File: src/rtl/prime_candidate_gen.sv
// rtl/prime_candidate_gen.sv - LFSR-driven odd candidate generator that sequences an external primality tester.
module prime_candidate_gen #(
  parameter int unsigned             WORD_WIDTH   = 32,
  parameter logic [WORD_WIDTH-1:0]   TAPS         = 32'h80200003,
  parameter logic [WORD_WIDTH-1:0]   DEFAULT_SEED = 32'hACE12468,
  parameter int unsigned             MAX_ATTEMPTS = 1000,
  parameter int unsigned             T_ROUNDS     = 5
) (
  input  logic                  clk,
  input  logic                  rst,
  input  logic                  enable,
  input  logic                  seed_load,
  input  logic [WORD_WIDTH-1:0] seed,
  output logic                  mr_clear,
  output logic                  mr_enable,
  output logic [WORD_WIDTH-1:0] mr_n,
  output logic [5:0]            mr_t,
  input  logic                  mr_done,
  input  logic                  mr_is_prime,
  output logic                  busy,
  output logic                  done,
  output logic                  fail,
  output logic [WORD_WIDTH-1:0] prime,
  output logic [15:0]           attempts
);

  typedef enum logic [2:0] {
    S_IDLE,
    S_GEN,
    S_ISSUE,
    S_WAIT,
    S_DONE,
    S_FAIL
  } state_e;

  localparam logic [WORD_WIDTH-1:0] LFSR_ONE   = {{(WORD_WIDTH-1){1'b0}}, 1'b1};
  localparam logic [WORD_WIDTH-1:0] FORCE_MASK = {1'b1, {(WORD_WIDTH-2){1'b0}}, 1'b1};
  localparam logic [5:0]            MR_T       = T_ROUNDS[5:0];

  state_e                state_q, state_d;
  logic [WORD_WIDTH-1:0] lfsr_q, lfsr_d;
  logic [WORD_WIDTH-1:0] mr_n_q, mr_n_d;
  logic [WORD_WIDTH-1:0] prime_q, prime_d;
  logic [15:0]           attempts_q, attempts_d;
  logic [WORD_WIDTH-1:0] lfsr_step;

  assign lfsr_step = (lfsr_q >> 1) ^ (lfsr_q[0] ? TAPS : '0);

  always_ff @(posedge clk or negedge rst) begin
    if (!rst) begin
      state_q    <= S_IDLE;
      lfsr_q     <= DEFAULT_SEED;
      mr_n_q     <= '0;
      prime_q    <= '0;
      attempts_q <= '0;
    end else begin
      state_q    <= state_d;
      lfsr_q     <= lfsr_d;
      mr_n_q     <= mr_n_d;
      prime_q    <= prime_d;
      attempts_q <= attempts_d;
    end
  end

  always_comb begin
    state_d    = state_q;
    lfsr_d     = lfsr_q;
    mr_n_d     = mr_n_q;
    prime_d    = prime_q;
    attempts_d = attempts_q;
    case (state_q)
      S_IDLE, S_DONE, S_FAIL: begin
        // Seed lands this edge, so a simultaneous start steps from the new seed in GEN.
        if (seed_load) begin
          lfsr_d = (seed == '0) ? LFSR_ONE : seed;
        end
        if (enable) begin
          attempts_d = '0;
          state_d    = S_GEN;
        end
      end
      S_GEN: begin
        lfsr_d     = lfsr_step;
        mr_n_d     = lfsr_step | FORCE_MASK;
        attempts_d = (attempts_q == 16'hFFFF) ? attempts_q : attempts_q + 16'd1;
        state_d    = S_ISSUE;
      end
      S_ISSUE: begin
        state_d = S_WAIT;
      end
      S_WAIT: begin
        if (mr_done) begin
          if (mr_is_prime) begin
            prime_d = mr_n_q;
            state_d = S_DONE;
          end else if ({16'd0, attempts_q} >= MAX_ATTEMPTS) begin
            state_d = S_FAIL;
          end else begin
            state_d = S_GEN;
          end
        end
      end
      default: begin
        state_d = S_IDLE;
      end
    endcase
  end

  // Control outputs are pure state decodes, so reset clears them without a clock.
  assign mr_clear  = (state_q == S_GEN);
  assign mr_enable = (state_q == S_ISSUE);
  assign busy      = (state_q == S_GEN) || (state_q == S_ISSUE) || (state_q == S_WAIT);
  assign done      = (state_q == S_DONE) || (state_q == S_FAIL);
  assign fail      = (state_q == S_FAIL);
  assign mr_n      = mr_n_q;
  assign prime     = prime_q;
  assign attempts  = attempts_q;
  assign mr_t      = MR_T;

endmodule
File: config.mk
export PLATFORM = sky130hd
export DESIGN_NAME = prime_candidate_gen
export DESIGN_NICKNAME = d
export VERILOG_FILES = /design/src/rtl/prime_candidate_gen.sv
export SDC_FILE = /design/constraint.sdc
export NUM_CORES = 1
export LEC_CHECK = 0
export CAP_MARGIN = 20
export CORE_AREA = 4 4 118 120
export DETAILED_ROUTE_END_ITERATION = 16
export DIE_AREA = 0 0 122 124
export PLACE_DENSITY = 0.73
export SYNTH_ARGS = -nofsm -noshare
export SYNTH_HDL_FRONTEND = slang
export SYNTH_SLANG_ARGS = --single-unit
File: constraint.sdc
create_clock -name clk -period 3.5 [get_ports clk]
set_clock_uncertainty 0.15 [all_clocks]
set_input_delay 0.525 -clock clk [delete_from_list [all_inputs] [get_ports clk]]
set_output_delay 0.525 -clock clk [all_outputs]
set_load 0.005 [all_outputs]
Word-level counts from Yosys, hierarchy flattened:

Index checks and enable logic that the tools add are counted.

* flip-flop bits (word level): 115
* bits in latches: 0
* bits in writable memories: 0
* ROM bits: 0
* input bits: 38
* output and inout port bits: 91
* logic and storage cells: 41
* memories: 0

* add/sub/neg operators: 1
* multiply operators: 0
* divide/modulo/power cells: 0
* $lt $le $gt $ge: 1
* equality and inequality tests: 10
* shift-type cells: 0
* mux-type cells: 12
* bitwise operators: 1
* reduce and logical (&&, ||, !) cells: 11

Operators with widths (number)
* $mux W32: 3
* $pmux W32 S2: 1
* $logic_not A32 Y1: 1
* $mux W16: 2
* $pmux W16 S2: 1
* $xor A31 B32 Y32: 1
* $add A16 B1 Y16 const B: 1
* $eq A16 B16 Y1 const B: 1
* $ge A16 B10 Y1 const B: 1
* $mux W3: 4
* $pmux W3 S4: 1
* $ne A2 B2 Y1 const B: 4
* $eq A3 B2 Y1 const B: 2
* $eq A3 B3 Y1 const B: 2
* $reduce_and A3 Y1: 2
* $reduce_and A2 Y1: 2
* $eq A3 B1 Y1 const B: 1
* $logic_not A3 Y1: 1
* $logic_or A1 B1 Y1: 3
* $reduce_or A3 Y1: 1
* $reduce_bool A2 Y1: 1

Logic depth before layout (Yosys ltp):

* depth after elaboration: 5
* mapped depth: 8
* mapped depth without buffers: 6

Least setup slack after synthesis:

OpenSTA, ideal clock, no wires.

* kind: reg2out
* start point: register state_q[2]
* end point: output mr_clear
* data arrival time: 1.209 ns
* required time: 2.825 ns
* path slack: 1.616 ns
* cell stages (with the launch flop): 6
* buffers on the path: 3
* path through: dfrtp_1 -> buf_4 -> or3b_1 -> buf_2 -> clkinv_2 -> buf_4

* word-level cells in the longest chain between the ends: 1

RTL lines
* start: declaration: RTL line 40 `state_e state_q, state_d;`
* start signal: assignment: RTL line 57 `state_q <= state_d;`
* $eq A3 B1 Y1: RTL line 110 `assign mr_clear = (state_q == S_GEN);`
* end: declaration: RTL line 14 `output logic mr_clear,`

No other way between the ends.

Final worst setup path:

* start point: register state_q[0]
* end point: output mr_clear

Same word-level chain as after synthesis.

==> flow_summary.json <==
{
  "outcome": "completed",
  "stdcell_area_um2": 6920,
  "grt_pass1_wl_um": 20200,
  "cp.arrival_ns": 2.06,
  "syn_avg_cell_area_um2": 10.5,
  "seqCellArea_um2": 2840,
  "synth_top_family_by_area": "simple AND/OR/NAND/NOR gates",
  "dp.cells": 755,
  "grt_max_degree": 60,
  "syn_area_um2": 5090,
  "synth-seq-cells": 113,
  "numPortBuffers": 122,
  "die_w_um": 122,
  "synth-seq-area-share": 0.559,
  "vdd_drop_max_mv": 0.534,
  "crit_slowest_cell": "dfrtp_1",
  "cts_tree": "done",
  "vias": 3957,
  "numCtsBuffers": 17,
  "fillers": 1166,
  "cts_htree_levels": 4,
  "synthTopCellsByCount": "nand2_1, dfrtp_1, a21oi_1, mux2_2, a21o_1",
  "final_max_slew_viol_count": 0,
  "avgViaCountPerCell": 5.03,
  "wirelength_um": 12300,
  "cts.repair.resized": 0,
  "path_max_fanout": 10,
  "drive_above_1_share": 0.152,
  "drc_errors": 0,
  "fin_crit_sh": 0.781,
  "synthMostInstantiatedCell": "nand2_1",
  "fin_crit_ns": 2.73,
  "grt_usage": 0.172,
  "area_growth_pct": 35.9,
  "critPathKind": "reg -> out",
  "synth_xor_area_frac": 0.0189,
  "first_iter_violations": 197,
  "clk_latency_ns": 0.42,
  "netlist_instances": 483,
  "multi_input_area_um2": 2040,
  "yosysTopAreaCell": "dfrtp_1",
  "synth_mux_area_frac": 0.0706,
  "critPathLaunchType": "flip-flop",
  "fin_cells": 787,
  "yosysWarnings": 0,
  "start_util": 0.392,
  "rsz0062_at_grt": "false",
  "crit_buf_inv": 2,
  "hold_class": "in -> async",
  "cts_root_buffer": "clkbuf_16",
  "synthTopCellsByArea": "dfrtp_1, nand2_1, mux2_2",
  "maxSlewHeadroom": 0.458,
  "cp_cell_sequence": "or3b_2 > clkinv_2 > clkdlybuf4s50_1",
  "antenna_found_initial": 0,
  "ys_types": 53,
  "num_rows": 42,
  "clock_path_buffers": 2,
  "cpPeakStageDelay_ns": 0.53,
  "synth_top_cell_area_share": 0.492,
  "drv_cap": 0,
  "finalCoreUtilization": 0.533,
  "gp_congestion": 0.780,
  "cp-end-kind": "output port",
  "path_delay_family": "buffers and inverters",
  "cts_sinks": 113,
  "finalHoldViolCount": 0,
  "synthAdderAreaFrac": 0.00492,
  "cp.required_ns": 2.82,
  "dieArea_um2": 15100,
  "grt.overflow.total": 0,
  "cts_hold_buf": 0,
  "setup_viol_count_final": 0,
  "synth_edf_count": 0,
  "tightest_slew_ns": 0.812,
  "io_pins": 129,
  "first_global_vias": 4092,
  "dieHeight_um": 124,
  "hpwl_um": 8610,
  "p_leak_nw": 3.22,
  "firstDrtPassIters": 6,
  "p_per_area_nw_per_um2": 852,
  "n_antenna_cell": 0,
  "placed_cell_area_um2": 6390,
  "nNetsFinal": 638,
  "max_freq_mhz": 366,
  "synthSimpleGateAreaFrac": 0.176,
  "ant_nets": 0,
  "cts_setup_buffers": 0,
  "core_um2": 13000,
  "synth-compound-area-share": 0.124,
  "ys_dominant_reg_cell": "dfrtp_1",
  "wl_per_cell_um": 15.7,
  "final.setup.tns_ns": 0,
  "async_flop_share": 1.00,
  "clk_pin_slew_ns": 0.05
}
## per-stage QoR
stage	total power, W	worst slack (ns)	hold WS [ns]
CTS	0.00598	0.738	0.0585
global route	0.00632	0.676	0.0920
finish	0.00589	0.767	0.0389
detailed placement	0.00442	1.05	0.315
floorplan	0.00341	1.62	0.0794
global placement	0.00434	1.08	0.308
## report_power, final
part / internal [W] / switching, W
Sequential: 0.00189 / 0.000365
Combinational: 0.00118 / 0.000950
Clock: 0.000951 / 0.000562
## layout make-up
type | instances | area share
multi-input cells | 333 | 0.295
clock buffers | 26 | 0.0707
well taps | 176 | 0.0318
repair buffers | 127 | 0.183
clock inverters | 6 | 0.00470
flip-flops and latches | 113 | 0.411
inverters | 6 | 0.00344
## kinds of logic (layout without fill, tap and decap cells)
group | Yosys count | count (layout)
buffers and inverters | 41 | 165
XOR/XNOR | 11 | 11
AO/OA/AOI/OAI | 93 | 93
flip-flops | 113 | 113
other | 2 | 6
adder cells (fa/ha/maj) | 2 | 2
multiplexers | 32 | 32
AND/OR/NAND/NOR | 189 | 189
## layout by cell type, fill, tap and decap left out, types with 2 or more instances in the layout
master,netlist,final
or3_1,2,2
nor3_1,9,9
buf_4,13,5
nor2b_1,2,2
nor4_1,10,10
o21a_1,2,2
a21oi_1,31,31
nand3_1,4,4
clkinv_2,1,6
ha_1,2,2
clkbuf_1,7,6
o21ai_0,17,17
clkbuf_16,0,17
nor2_1,16,16
clkdlybuf4s50_1,0,121
nor4b_2,2,2
inv_1,5,5
mux2_2,31,31
a311oi_1,2,2
and2_1,2,2
nand4_1,3,3
conb_1,2,6
clkbuf_8,0,3
and3_1,2,2
a21o_1,29,29
dfrtp_1,100,100
dfstp_2,13,13
xnor2_1,11,11
nand2_1,125,125
## routing by layer
| metal | share of wire | track usage | vias to the layer above |
|---|---|---|---|
| met5 | 0 | 0 | - |
| met4 | 0.014 | 0.0679 | 0 |
| met3 | 0.057 | 0.0531 | 16 |
| met2 | 0.51 | 0.294 | 110 |
| met1 | 0.42 | 0.203 | 1957 |
| li1 | - | - | 1874 |
## final timing paths
kind                            slack [ns]                   start                  endpoint  cells after the start
worst min-delay path                  0.04                     rst    state_q[2]$_DFFE_PN0P_                      1
max in group asynchronous             2.36                     rst    lfsr_q[29]$_DFFE_PN1P_                      2
worst min register to register        0.32   lfsr_q[4]$_DFFE_PN0P_     lfsr_q[4]$_DFFE_PN0P_                      1
worst max-delay path                  0.77  state_q[0]$_DFFE_PN0P_                  mr_clear                      3
worst max register to register        1.08  state_q[0]$_DFFE_PN0P_  attempts[12]$_DFFE_PN0P_                      6
min in group clk                      0.32   lfsr_q[4]$_DFFE_PN0P_     lfsr_q[4]$_DFFE_PN0P_                      1
## sequential cells by signal, summed over array words and instances (netlist names)
signal and flops:
attempts 16, state_q 3, prime 31, lfsr_q 32, mr_n 31
Power figures use the tool's default switching activity.
==> RTL edit 1, RTL diff (same settings) <==
`WORD_WIDTH`: 32 -> 36.
--- a/src/rtl/prime_candidate_gen.sv
+++ b/src/rtl/prime_candidate_gen.sv
@@ -1,6 +1,6 @@
 // rtl/prime_candidate_gen.sv - LFSR-driven odd candidate generator that sequences an external primality tester.
 module prime_candidate_gen #(
-  parameter int unsigned             WORD_WIDTH   = 32,
+  parameter int unsigned             WORD_WIDTH   = 36,
   parameter logic [WORD_WIDTH-1:0]   TAPS         = 32'h80200003,
   parameter logic [WORD_WIDTH-1:0]   DEFAULT_SEED = 32'hACE12468,
   parameter int unsigned             MAX_ATTEMPTS = 1000,
Interface: changed (resized mr_n, prime and seed); port bits go from 129 to 141. The function was not compared with the original's and may differ.
==> RTL edit 1 against the original RTL <==
- sequential cell count grew 12
- routed wire length up 9.7%
- setup slack worse by 0.32 ns
- worst hold slack better by 0.30 ns
- synthesized area rose by 6.6%
- total power rose by 17%
- design area increased by 9.8%
- sequential share of layout area increased by 0.27 points
==> RTL edit 1: results (changes against the original RTL) <==
<table>
<tr><th>Metric</th><th>Value</th></tr>
<tr><th colspan="2">Synth</th></tr>
<tr><td>Main area contributors after synthesis</td><td>sky130_fd_sc_hd__dfrtp_1 52%, sky130_fd_sc_hd__nand2_1 7.3%, sky130_fd_sc_hd__mux2_2 7.3%, sky130_fd_sc_hd__mux2i_1 6.5%, sky130_fd_sc_hd__dfstp_2 6.3%</td></tr>
<tr><td>Sequential-to-total area share from yosys stat</td><td>57.94% (+2.1 points)</td></tr>
<tr><td>Fraction of the mapped netlist area in compound gates</td><td>7.632% (-4.7 points)</td></tr>
<tr><td>Mean post-synth cell area</td><td>10.92 um^2 (+3.6%)</td></tr>
<tr><td>Adder-Cell Fraction of Synth Area</td><td>0.4611% (-0.030 points)</td></tr>
<tr><th colspan="2">Route</th></tr>
<tr><td>Count of TritonRoute iterations in the first routing pass</td><td>5 (-1)</td></tr>
<tr><td>Count of vias placed by the detailed router</td><td>4263 (+7.7%)</td></tr>
<tr><td>Wire length on met2</td><td>6660 um (+6.7%)</td></tr>
<tr><td>Wire per inst</td><td>16.54 um (+5.5%)</td></tr>
<tr><td>WL met3</td><td>962 um (+36%)</td></tr>
<tr><th colspan="2">Run status</th></tr>
<tr><td>Run status</td><td>completed</td></tr>
<tr><th colspan="2">Pwr</th></tr>
<tr><td>Int Pwr</td><td>4.748 mW (+18%)</td></tr>
<tr><td>Worst IR drop on VDD</td><td>0.4396 mV (-18%)</td></tr>
<tr><th colspan="2">Cells and area</th></tr>
<tr><td>Filler Cell Count</td><td>1107 (-5.1%)</td></tr>
<tr><td>Final-stage net count</td><td>673 (+5.5%)</td></tr>
<tr><td>Share of cells above drive strength 1</td><td>15.26% (+0.044 points)</td></tr>
<tr><td>Flip-flop count of the largest register after layout</td><td>36 (+13%)</td></tr>
<tr><th colspan="2">Global routing</th></tr>
<tr><td>GRT Resource Usage Total</td><td>18.79% (+1.6 points)</td></tr>
<tr><td>Pin count of the biggest net entering global routing</td><td>75 (+25%)</td></tr>
<tr><td>Wire length of the first global-routing pass</td><td>22090 um (+9.5%)</td></tr>
<tr><th colspan="2">Critical path</th></tr>
<tr><td>Flop2flop setup slack</td><td>0.83 ns (-0.25 ns)</td></tr>
<tr><td>Top fanout value on the critical path</td><td>26 (+16)</td></tr>
<tr><td>Worst r2r dst</td><td>lfsr_q[0]</td></tr>
<tr><td>Worst endpoint data arrival time</td><td>2.38 ns (+0.32 ns)</td></tr>
<tr><td>CP peak stage delay</td><td>0.78 ns (+0.25 ns)</td></tr>
<tr><th colspan="2">Placement</th></tr>
<tr><td>Number of placed instances, taps included</td><td>785 (+4.0%)</td></tr>
<tr><td>Half-perimeter wire length of the detailed placement result</td><td>9401 um (+9.2%)</td></tr>
<tr><td>Weighted congestion at the end of routability-driven global placement</td><td>0.8394 (+7.6%)</td></tr>
</table>
==> RTL edit 1: cell count changes after synthesis, moves of 8 or more <==
cell and delta:
sky130_fd_sc_hd__a21oi_1 -22, sky130_fd_sc_hd__nand2_1 -19, sky130_fd_sc_hd__nor2_1 +8, sky130_fd_sc_hd__a21o_1 -29, sky130_fd_sc_hd__dfrtp_1 +12, sky130_fd_sc_hd__mux2i_1 +34
sky130_fd_sc_hd__o21ai_0 +22
==> RTL edit 1: worst max-delay path: cells and delay by family (launching register included) <==
family                 cells  cell delay [ns]
buffers and inverters      2             0.68
DFF                        1             0.50
and+or+nand+nor            1             0.78
==> RTL edit 1: timing repair <==
item,in CTS,in global routing
hold buffers,1,0
endpoints found under the hold margin,56,0
setup buffers,0,0
==> RTL edit 1: cell type report <==
class	instances	area share (%)
clock buffers	19	5.963
clock inverters	13	2.784
inverters	8	0.3953
multi-input cells	336	27.67
flip-flops and latches	125	41.39
well taps	176	2.899
repair buffers	141	18.89
==> RTL edit 1: cell families (layout without fill, tap and decap cells) <==
group           count (synthesis)  in the layout
simple gates                  181            181
other cells                     2              6
mux                            70             70
compound gates                 69             69
fa+ha+maj                       2              2
flops                         125            125
buf+inv                        40            181
xor+xnor                        8              8
==> RTL edit 1: metrics by stage <==
| step | hold WS (ns) | area [um^2] | power (mW) | setup WS (ns) |
|---|---|---|---|---|
| finish | 0.3380 | 7596 | 6.869 | 0.4438 |
| global route | 0.3673 | 7596 | 7.342 | 0.3475 |
| CTS | 0.3379 | 7596 | 6.947 | 0.4301 |
| detailed placement | 0.3239 | 6922 | 4.947 | 0.8117 |
| global placement | 0.3190 | 6922 | 4.837 | 0.9064 |
| floorplan | 0.07941 | 5441 | 3.680 | 1.248 |
==> RTL edit 2, RTL diff (config.mk and constraints unchanged) <==
Without the edit above. Encoding of `state_e`: now one-hot (6 bits for 6 states).
--- a/src/rtl/prime_candidate_gen.sv
+++ b/src/rtl/prime_candidate_gen.sv
@@ -24,13 +24,13 @@
   output logic [15:0]           attempts
 );
 
-  typedef enum logic [2:0] {
-    S_IDLE,
-    S_GEN,
-    S_ISSUE,
-    S_WAIT,
-    S_DONE,
-    S_FAIL
+  typedef enum logic [5:0] {
+    S_IDLE  = 6'b000001,
+    S_GEN   = 6'b000010,
+    S_ISSUE = 6'b000100,
+    S_WAIT  = 6'b001000,
+    S_DONE  = 6'b010000,
+    S_FAIL  = 6'b100000
   } state_e;
 
   localparam logic [WORD_WIDTH-1:0] LFSR_ONE   = {{(WORD_WIDTH-1){1'b0}}, 1'b1};
Behaviour: same outputs for any inputs over 10 cycles, from zero or initial values and one cycle with rst low; not proved beyond that.
==> RTL edit 2 against the original RTL <==
- synthesized area grew 0.76%
- combinational power shrank 7%
- routed wire length grew 6.0%
- setup slack lost 0.25 ns
- cell count grew 3.0%
- design area grew 2.5%
- total power grew 2.9%
- sequential share of layout area grew 0.060 points
- core utilization grew 1.3 points
- sequential cell count grew 3
- largest power group unchanged
==> RTL edit 2: results (changes against the original RTL) <==
<table>
<tr><th>Metric</th><th>Value</th></tr>
<tr><th colspan="2">Cells and area</th></tr>
<tr><td>Final-stage net count</td><td>662 (+3.8%)</td></tr>
<tr><td>Share of cells above drive strength 1</td><td>13.54% (-1.7 points)</td></tr>
<tr><th colspan="2">Synth</th></tr>
<tr><td>Mean post-synth cell area</td><td>10.16 um^2 (-3.6%)</td></tr>
<tr><td>Fraction of the mapped netlist area in compound gates</td><td>10.51% (-1.9 points)</td></tr>
<tr><td>Most common library cells after synthesis</td><td>131 x sky130_fd_sc_hd__nand2_1, 102 x sky130_fd_sc_hd__dfrtp_1, 33 x sky130_fd_sc_hd__nor2_1</td></tr>
<tr><td>Sequential-to-total area share from yosys stat</td><td>56.94% (+1.1 points)</td></tr>
<tr><td>Distinct cell type count after synthesis</td><td>49 (-7.5%)</td></tr>
<tr><td>Post-synthesis xor/xnor area fraction</td><td>0.6831% (-1.2 points)</td></tr>
<tr><th colspan="2">Run status</th></tr>
<tr><td>Run status</td><td>completed</td></tr>
<tr><th colspan="2">Pwr</th></tr>
<tr><td>Worst IR drop on VDD</td><td>0.4454 mV (-17%)</td></tr>
<tr><td>Leakage power of the design</td><td>3.159 nW (-2.0%)</td></tr>
<tr><th colspan="2">Critical path</th></tr>
<tr><td>Number of cells traversed by the worst register-to-register path</td><td>5 (-1)</td></tr>
<tr><td>Top fanout value on the critical path</td><td>6 (-4)</td></tr>
<tr><td>CP delay by family, top</td><td>simple AND/OR/NAND/NOR gates</td></tr>
<tr><td>Reg-to-reg startpoint</td><td>state_q[1]</td></tr>
<tr><td>Worst endpoint data arrival time</td><td>2.31 ns (+0.25 ns)</td></tr>
<tr><td>Flop2flop setup slack</td><td>0.70 ns (-0.38 ns)</td></tr>
<tr><th colspan="2">Placement</th></tr>
<tr><td>Number of placed instances, taps included</td><td>779 (+3.2%)</td></tr>
<tr><td>Half-perimeter wire length of the detailed placement result</td><td>9261 um (+7.5%)</td></tr>
<tr><td>Instance area after placement</td><td>6464 um^2 (+1.1%)</td></tr>
<tr><td>Weighted congestion at the end of routability-driven global placement</td><td>0.8395 (+7.6%)</td></tr>
<tr><th colspan="2">Route</th></tr>
<tr><td>Count of TritonRoute iterations in the first routing pass</td><td>4 (-2)</td></tr>
<tr><th colspan="2">STA</th></tr>
<tr><td>Final hold slack</td><td>0.01704 ns (-0.02186 ns)</td></tr>
<tr><td>Slew Limit Headroom</td><td>52.44% (+6.6 points)</td></tr>
<tr><th colspan="2">Global routing</th></tr>
<tr><td>GRT Resource Usage Total</td><td>18.40% (+1.2 points)</td></tr>
<tr><td>Wire length of the first global-routing pass</td><td>21700 um (+7.6%)</td></tr>
</table>
RTL edit 2: cell count changes after synthesis, sizes merged, moves of 4 or more:
cell    before  now
a21oi       31    9
a31oi        0   29
clkbuf       7   11
or4          1    6
o31ai        1    6
buf         28   22
o211ai       1    8
a21o        30    2
nand2      125  131
nor2        16   33
nand3        4   13
xnor2       11    3
RTL edit 2: worst reg2reg max path, stage by stage (launching register included):
cell	delay (ns)
sky130_fd_sc_hd__dfrtp_1	0.44
sky130_fd_sc_hd__or4_1	0.62
sky130_fd_sc_hd__nor3b_2	0.27
sky130_fd_sc_hd__nand3_2	0.48
sky130_fd_sc_hd__buf_4	0.43
sky130_fd_sc_hd__mux2_2	0.29
RTL edit 2: final cells by class:
| class | count | area [um^2] |
|---|---|---|
| Fill cell | 1142 | 5889 |
| Sequential cell | 116 | 2920 |
| Multi-Input combinational cell | 351 | 2007 |
| Timing Repair Buffer | 127 | 1281 |
| Clock buffer | 22 | 474.2 |
| Tap cell | 176 | 220.2 |
| Clock inverter | 10 | 152.6 |
| Inverter | 9 | 35.03 |
RTL edit 2: metal layers:
metal,routed length [um],global-route usage [%]
met1,5572,22.96
met2,6454,29.73
met3,772,5.313
met4,283,8.403
met5,0,0
RTL edit 2: how the worst max path moves through the flow:
stage / startpoint / to / slack [ns] / cells after the start
floorplan: state_q[1] / prime[15] / 1.39 / 5
global placement: state_q[1] / prime[11] / 0.85 / 5
detailed placement: state_q[1] / prime[4] / 0.71 / 5
CTS: state_q[1] / mr_enable / 0.47 / 3
global route: state_q[1] / mr_enable / 0.36 / 3
finish: state_q[1] / mr_enable / 0.52 / 3
RTL edit 2: power breakdown:
group	switching, mW	total (mW)	leakage (nW)	internal (mW)
Clock	0.582	1.82	0.310	1.24
Sequential	0.363	2.26	1.46	1.90
Combinational	0.961	1.98	1.39	1.02
